==> config.mk <==
export PLATFORM = sky130hd
export DESIGN_NAME = byte_loader
export DESIGN_NICKNAME = d
export VERILOG_FILES = /design/src/rtl/byte_loader_pkg.sv /design/src/rtl/byte_loader_piso.sv /design/src/rtl/byte_loader.sv
export SDC_FILE = /design/constraint.sdc
export NUM_CORES = 1
export LEC_CHECK = 0
export ABC_AREA = 1
export CAP_MARGIN = 20
export CORE_MARGIN = 4
export CORE_UTILIZATION = 30
export DETAILED_ROUTE_END_ITERATION = 7
export PLACE_DENSITY = 0.61
export SKIP_CTS_REPAIR_TIMING = 1
export SKIP_LAST_GASP = 1
export SYNTH_ARGS = -nofsm -noshare
export SYNTH_HDL_FRONTEND = slang
export SYNTH_HIERARCHICAL = 1
export SYNTH_SLANG_ARGS = --single-unit
==> constraint.sdc <==
create_clock -name iClk -period 4.1 [get_ports iClk]
set_input_delay 0.615 -clock iClk [delete_from_list [all_inputs] [get_ports iClk]]
set_output_delay 0.615 -clock iClk [all_outputs]
set_load 0.005 [all_outputs]
==> src/rtl/byte_loader_pkg.sv <==
// Shared types and default sizes for the byte loader and the downstream
// deserializer / XOR stages.
package byte_loader_pkg;

    typedef enum logic [1:0] {
        ST_IDLE,
        ST_KEY,
        ST_MSG,
        ST_FIN
    } state_t;

    localparam int DEF_KEY_SIZE = 32;
    localparam int DEF_MSG_SIZE = 512;

    function automatic int bytes_of(input int bits);
        return bits / 8;
    endfunction

endpackage

==> src/rtl/byte_loader_piso.sv <==
// 8-bit parallel-in / serial-out shift buffer, MSB first, with empty and
// last-bit flags. Loading is only expected while the buffer is empty.
module piso_byte (
    input  logic       clk,
    input  logic       rst,
    input  logic       en,
    input  logic       load,
    input  logic [7:0] din,
    output logic       dout,
    output logic       empty,
    output logic       last
);

    logic [7:0] sreg;
    logic [3:0] bit_cnt;

    always_ff @(posedge clk) begin
        if (rst) begin
            sreg    <= '0;
            bit_cnt <= '0;
        end else if (en) begin
            if (load) begin
                sreg    <= din;
                bit_cnt <= 4'd8;
            end else if (bit_cnt != 4'd0) begin
                sreg    <= {sreg[6:0], 1'b0};
                bit_cnt <= bit_cnt - 4'd1;
            end
        end
    end

    assign dout  = sreg[7];
    assign empty = (bit_cnt == 4'd0);
    assign last  = (bit_cnt == 4'd1);

endmodule

==> src/rtl/byte_loader.sv <==
// Accepts host bytes and serializes KEY_SIZE key bits followed by MSG_SIZE
// message bits, MSB first, with per-phase load strobes.
//
// state   | meaning
// --------+-----------------------------------------------
// ST_IDLE | waiting for iStart, no bytes accepted
// ST_KEY  | accepting key bytes, strobing oLoad_key
// ST_MSG  | accepting message bytes, strobing oLoad_msg
// ST_FIN  | one-cycle oDone pulse, then back to idle
module byte_loader
    import byte_loader_pkg::*;
#(
    parameter int KEY_SIZE = DEF_KEY_SIZE,
    parameter int MSG_SIZE = DEF_MSG_SIZE
) (
    input  logic       iClk,
    input  logic       iRst,
    input  logic       iEn,
    input  logic       iStart,
    input  logic [7:0] iByte,
    input  logic       iByte_valid,
    output logic       oByte_ready,
    output logic       oSerial_out,
    output logic       oLoad_key,
    output logic       oLoad_msg,
    output logic       oBusy,
    output logic       oDone
);

    localparam int CW = $clog2(MSG_SIZE / 8) + 1;
    localparam logic [CW-1:0] KEY_BYTES = CW'(bytes_of(KEY_SIZE));
    localparam logic [CW-1:0] MSG_BYTES = CW'(bytes_of(MSG_SIZE));

    state_t        state, state_nxt;
    logic [CW-1:0] byte_cnt;
    logic [CW-1:0] phase_bytes;
    logic          in_phase;
    logic          accept;
    logic          phase_end;
    logic          buf_dout, buf_empty, buf_last;
    logic          strobe;

    piso_byte u_piso (
        .clk   (iClk),
        .rst   (iRst),
        .en    (iEn),
        .load  (accept),
        .din   (iByte),
        .dout  (buf_dout),
        .empty (buf_empty),
        .last  (buf_last)
    );

    assign in_phase    = (state == ST_KEY) || (state == ST_MSG);
    assign phase_bytes = (state == ST_KEY) ? KEY_BYTES : MSG_BYTES;
    assign oByte_ready = in_phase && buf_empty && (byte_cnt < phase_bytes);
    assign accept      = iEn && iByte_valid && oByte_ready;
    // Phase closes on the edge that retires the final bit of the final byte.
    assign phase_end   = in_phase && buf_last && (byte_cnt == phase_bytes);

    always_comb begin
        state_nxt = state;
        case (state)
            ST_IDLE: if (iStart)    state_nxt = ST_KEY;
            ST_KEY:  if (phase_end) state_nxt = ST_MSG;
            ST_MSG:  if (phase_end) state_nxt = ST_FIN;
            ST_FIN:                 state_nxt = ST_IDLE;
            default:                state_nxt = ST_IDLE;
        endcase
    end

    always_ff @(posedge iClk) begin
        if (iRst) begin
            state    <= ST_IDLE;
            byte_cnt <= '0;
        end else if (iEn) begin
            state <= state_nxt;
            if (state_nxt != state) begin
                byte_cnt <= '0;
            end else if (accept) begin
                byte_cnt <= byte_cnt + CW'(1);
            end
        end
    end

    assign strobe      = iEn && in_phase && !buf_empty;
    assign oLoad_key   = strobe && (state == ST_KEY);
    assign oLoad_msg   = strobe && (state == ST_MSG);
    assign oSerial_out = strobe && buf_dout;
    assign oBusy       = (state != ST_IDLE);
    assign oDone       = (state == ST_FIN);

endmodule

# Yosys cells after proc, flatten, opt, wreduce, memory -nomap -nowiden
# Cells that the tools add are included.
# totals
out_inout_bits	6
inputBits	13
elab_cells	45
register_bits	21
# classes
n_addsub	2
n_lt_le_gt_ge	1
n_mux	11
n_eq_ne	6
n_reduce_logical	21
# ops
operator	n
7-bit 2-to-1 mux	3
8-bit 2-to-1 mux	2
1-bit logical AND	11
4-bit 2-to-1 mux	2
2-bit one-hot mux with 4 select lines	1
7-bit by 1-bit adder with 7-bit output (second input constant)	1
7-bit == test	1
7-bit less-than comparator	1
2-bit 2-to-1 mux	3
2-bit nonzero test	3
2-bit == test (second input constant)	2
4-bit by 1-bit == test with 1-bit output (second input constant)	1
4-bit zero test	1
2-bit AND reduction	2
4-bit nonzero test	1
4-bit by 1-bit subtractor with 4-bit output (second input constant)	1
2-bit by 1-bit == test with 1-bit output (second input constant)	1
2-bit zero test	1
2-bit != test	1
1-bit zero test	1
1-bit logical OR	1

# Depth between registers and ports, before layout
# depth
depth_word	9
ltp_mapped	18

# Modules after synthesis
# Netlist, hierarchy kept.
# by_module_without_submodules
module	cells_per_inst	n_inst	area_per_inst_um2
byte_loader	125	1	828.3
piso_byte	93	1	650.6

# Worst setup path before layout
# No wires, ideal clock.
# synth_timing
path_type	register -> register
start	register state[1]
end	register u_piso.bit_cnt[2]
stages_incl_launch_ff	16
synth_period_minus_slack_ns	2.202
required_ns	3.968
setup_slack_ns	1.898
setup_time_ns	0.132
arrival_time_ns	2.070
path_cell_list	dfxtp_1 > inv_1 > ha_1 > ha_1 > o21ai_1 > nand4_1 > inv_2 > nand3_2 > inv_1 > buf_6 > inv_2 > nand3_2 > nand2_4 > buf_6 > nand2_1 > a21oi_2
# synth_between
elab_chain_len	7
# synth_rtl
item	line	text
start: declaration	byte_loader.sv:34	state_t state, state_nxt;
start signal: assignment	byte_loader.sv:77	state <= state_nxt;
2-bit by 1-bit == test with 1-bit output or 2-bit == test (tied branches)	byte_loader.sv:54, byte_loader.sv:55	
7-bit 2-to-1 mux or 1-bit logical OR (tied branches)	byte_loader.sv:55, byte_loader.sv:54	
7-bit less-than comparator or 1-bit logical AND (tied branches)	byte_loader.sv:56	assign oByte_ready = in_phase && buf_empty && (byte_cnt < phase_bytes);
1-bit logical AND (*)	byte_loader.sv:56	
via oByte_ready	byte_loader.sv:22	output logic oByte_ready,
1-bit logical AND (*)	byte_loader.sv:57	assign accept = iEn && iByte_valid && oByte_ready;
via accept	byte_loader.sv:38	logic accept;
2-bit nonzero test (no source line)	--	
2-bit AND reduction (no source line)	--	
end signal: assignment	byte_loader_piso.sv:27	bit_cnt <= bit_cnt - 4'd1;
end: declaration	byte_loader_piso.sv:15	logic [3:0] bit_cnt;
# Mark *: on every way through the listed nets, which the timed path passes. The rest lies on a longest branch.
# A chain may end at the register's enable or synchronous reset.

# Worst setup path after layout
# layout_timing
start	register state[1]
end	output oByte_ready
# layout_between
elab_chain_len	4
# layout_rtl
item	line
2-bit by 1-bit == test with 1-bit output or 2-bit == test (tied branches)	byte_loader.sv:54, byte_loader.sv:55
7-bit 2-to-1 mux or 1-bit logical OR (tied branches)	byte_loader.sv:55, byte_loader.sv:54
7-bit less-than comparator or 1-bit logical AND (tied branches)	byte_loader.sv:56
1-bit logical AND (*)	byte_loader.sv:56
end: declaration	byte_loader.sv:22
# Mark *: on every way between the ends. The rest lies on a longest branch, timed or not.

==> flow_summary.json <==
{
  "rsz0062_at_grt": "no",
  "crit_fanout": 6,
  "row_count": 25,
  "slew_viol_final": 0,
  "cts_tree": "yes",
  "ys_top_cells_by_count": "nand2_1, nor2_1, dfxtp_1, inv_1, nand3_1",
  "htreeDepth": 1,
  "p_comb_share_pct": 45.7,
  "avgViaCountPerCell": 4.41,
  "holdCritPathClass": "flip-flop to flip-flop",
  "die-area_mm2": 0.00612,
  "ys_warn_count": 6,
  "dp_hpwl_um": 2410,
  "crit_arrival_ps": 2150,
  "initial_core_util_pct": 31.1,
  "synth_top_area_share_pct": 28.4,
  "drc_errors": 0,
  "synth_edf_count": 0,
  "synthToLayoutAreaGrowth_pct": 18.9,
  "clk-insertion-delay-late_ps": 270,
  "swShare_pct": 41.4,
  "wl_per_cell_um": 10.1,
  "syn-cell-area_mm2": 0.00148,
  "p_leak_uw": 0.000742,
  "top_level_ports": 19,
  "syn_inst": 218,
  "intPower_uw": 431,
  "wl_um": 3070,
  "end_kind": "primary output",
  "ys_seq_area_share_pct": 28.4,
  "synth.area.top_cells": "dfxtp_1, nand2_1, ha_1",
  "n_antenna_cell": 0,
  "ant_nets": 0,
  "setup_viol": 0,
  "crit_required_ps": 3480,
  "period_share_pct": 67.5,
  "cp_num_buf_inv": 3,
  "drt-initial-drc-count": 52,
  "cpMaxStageDelayCell": "clkdlybuf4s50_1",
  "drive_gt1_share_pct": 14.8,
  "outcome": "finished clean",
  "finalSetupTns_ps": 0,
  "worstPathCellList": "inv_1, ha_1, ha_1, o21ai_1, nand4_1, inv_2, clkdlybuf4s50_1",
  "cp_top_family": "buffers and inverters",
  "clkSlewWorstSetupHoldPaths_ps": 90,
  "io_buffer_count": 18,
  "fin_skew_ps": 9.30,
  "synth_most_common_cell": "nand2_1",
  "synth_cell_type_count": 26,
  "max_freq_ghz": 0.361,
  "synth_nets": 243,
  "slew_headroom_pct": 59.3,
  "cts_sinks": 21,
  "ir_worst_vdd_v": 0.000220,
  "p_sw_uw": 304,
  "r2r_setup_slack_ps": 1380,
  "fillers": 533,
  "slowest_delay_ps": 520,
  "overflow": 0,
  "cts_root_buf": "clkbuf_8",
  "synth_top_cell_by_area": "dfxtp_1",
  "synth_top_flop_cell": "dfxtp_1",
  "worst_slew_pin_slew_ps": 608,
  "routabilityCongestion": 0.748,
  "post-place-cells": 299,
  "grt_pass1_wl_um": 5510,
  "critical_path_class": "flip-flop to primary output",
  "hold_viol": 0,
  "grt_use_total_pct": 11.0,
  "start_kind": "flip-flop",
  "grt_max_degree": 15,
  "fin_nets": 262,
  "avgSynthCellArea_um2": 6.78,
  "ys_ff_latch": 21,
  "max_cap_violations": 0,
  "cts_buffer_depth": 2,
  "dr.pass1.iters": 4,
  "vias": 1336,
  "fp.dieH_um": 78.2,
  "power_frac_seq_pct": 35.1,
  "grt_pass1_vias": 1295,
  "cellPowerDensity_mw_per_mm2": 419,
  "instances_no_fill": 303,
  "fp.dieW_um": 78.2,
  "numCtsBuffers": 3,
  "async_flop_share_pct": 0,
  "cpMostUsedCell": "ha_1",
  "clkPwrFrac_pct": 19.2,
  "antenna_found_initial": 0,
  "fin_crit_ps": 2770,
  "core_mm2": 0.00475
}
[sequential cells by signal, indices dropped and copies added (netlist names)]
name and count:
u_piso/sreg 8, byte_cnt 7, u_piso/bit_cnt 4, state 2
[worst paths after layout]
path,from,endpoint,cells after the start
worst max register to register,state[1],u_piso/sreg[6],14
worst max-delay path,state[1],oByte_ready,7
worst min-delay path,u_piso/sreg[0],u_piso/sreg[0],2
worst min register to register,u_piso/sreg[0],u_piso/sreg[0],2
[power by group through the flow]
stage / Combinational [µW] / Sequential [µW] / Clock [µW]
floorplan: 278 / 255 / 0
global placement: 338 / 263 / 0
global route: 384 / 262 / 159
CTS: 338 / 258 / 149
finish: 337 / 258 / 141
detailed placement: 337 / 262 / 0
[metrics by stage]
step	setup slack (ps)	cell area, µm²	util (%)	hold slack (ps)	power (µW)
2_1_floorplan	1900	1480	-	438	533
3_3_place_gp	1330	1710	36.0	459	601
3_5_place_dp	1350	1710	36.0	463	599
4_1_cts	1290	1760	37.0	473	745
5_1_grt	1080	1760	37.0	493	805
6_report	1330	1760	37.0	469	736
[worst min-delay path: stages, from the launching register on]
cell	delay, ps
dfxtp_1	310
nand2_1	60
a21oi_1	50
[metal layers]
metal,share of wire [%],up-vias,global-route usage [%]
li1,-,720,-
met1,47,590,13.0
met2,47,22,19.4
met3,4.2,4,2.75
met4,1.3,0,3.15
met5,0,-,0
[final cells by class]
cell class | count | area (µm²) | share of cell area, %
Clock buffer | 3 | 41.3 | 2.35
Multi-Input combinational cell | 169 | 931 | 53.0
Tap cell | 67 | 83.8 | 4.77
Sequential cell | 21 | 420 | 23.9
Inverter | 23 | 88.8 | 5.05
Clock inverter | 1 | 5.00 | 0.285
Timing Repair Buffer | 19 | 188 | 10.7
[cells by family (layout without fill, tap and decap cells)]
logic type | after synthesis | count (layout) | synth area share [%]
simple gates | 133 | 133 | 42.6
fa+ha+maj | 12 | 12 | 10.2
buf+inv | 28 | 46 | 8.63
compound gates | 20 | 20 | 7.78
flops | 21 | 21 | 28.4
xor+xnor | 4 | 4 | 2.37
[layout by cell type, fill, tap and decap left out]
master,instances
ha_1,12
dfxtp_1,21
nand2_2,7
inv_2,6
nand3_2,2
nand3_1,14
xnor2_1,1
clkdlybuf4s50_1,18
clkinv_2,1
clkbuf_8,3
a21oi_1,10
nand2_4,3
nand3b_1,1
buf_4,1
nand4_1,4
o21ai_0,5
o21ai_1,1
nand3_4,2
nand2_1,69
inv_4,1
nor2_2,5
inv_1,16
xor2_1,3
a21oi_2,4
nor3b_1,2
nor2_1,24
(Power assumes the default switching activity.)
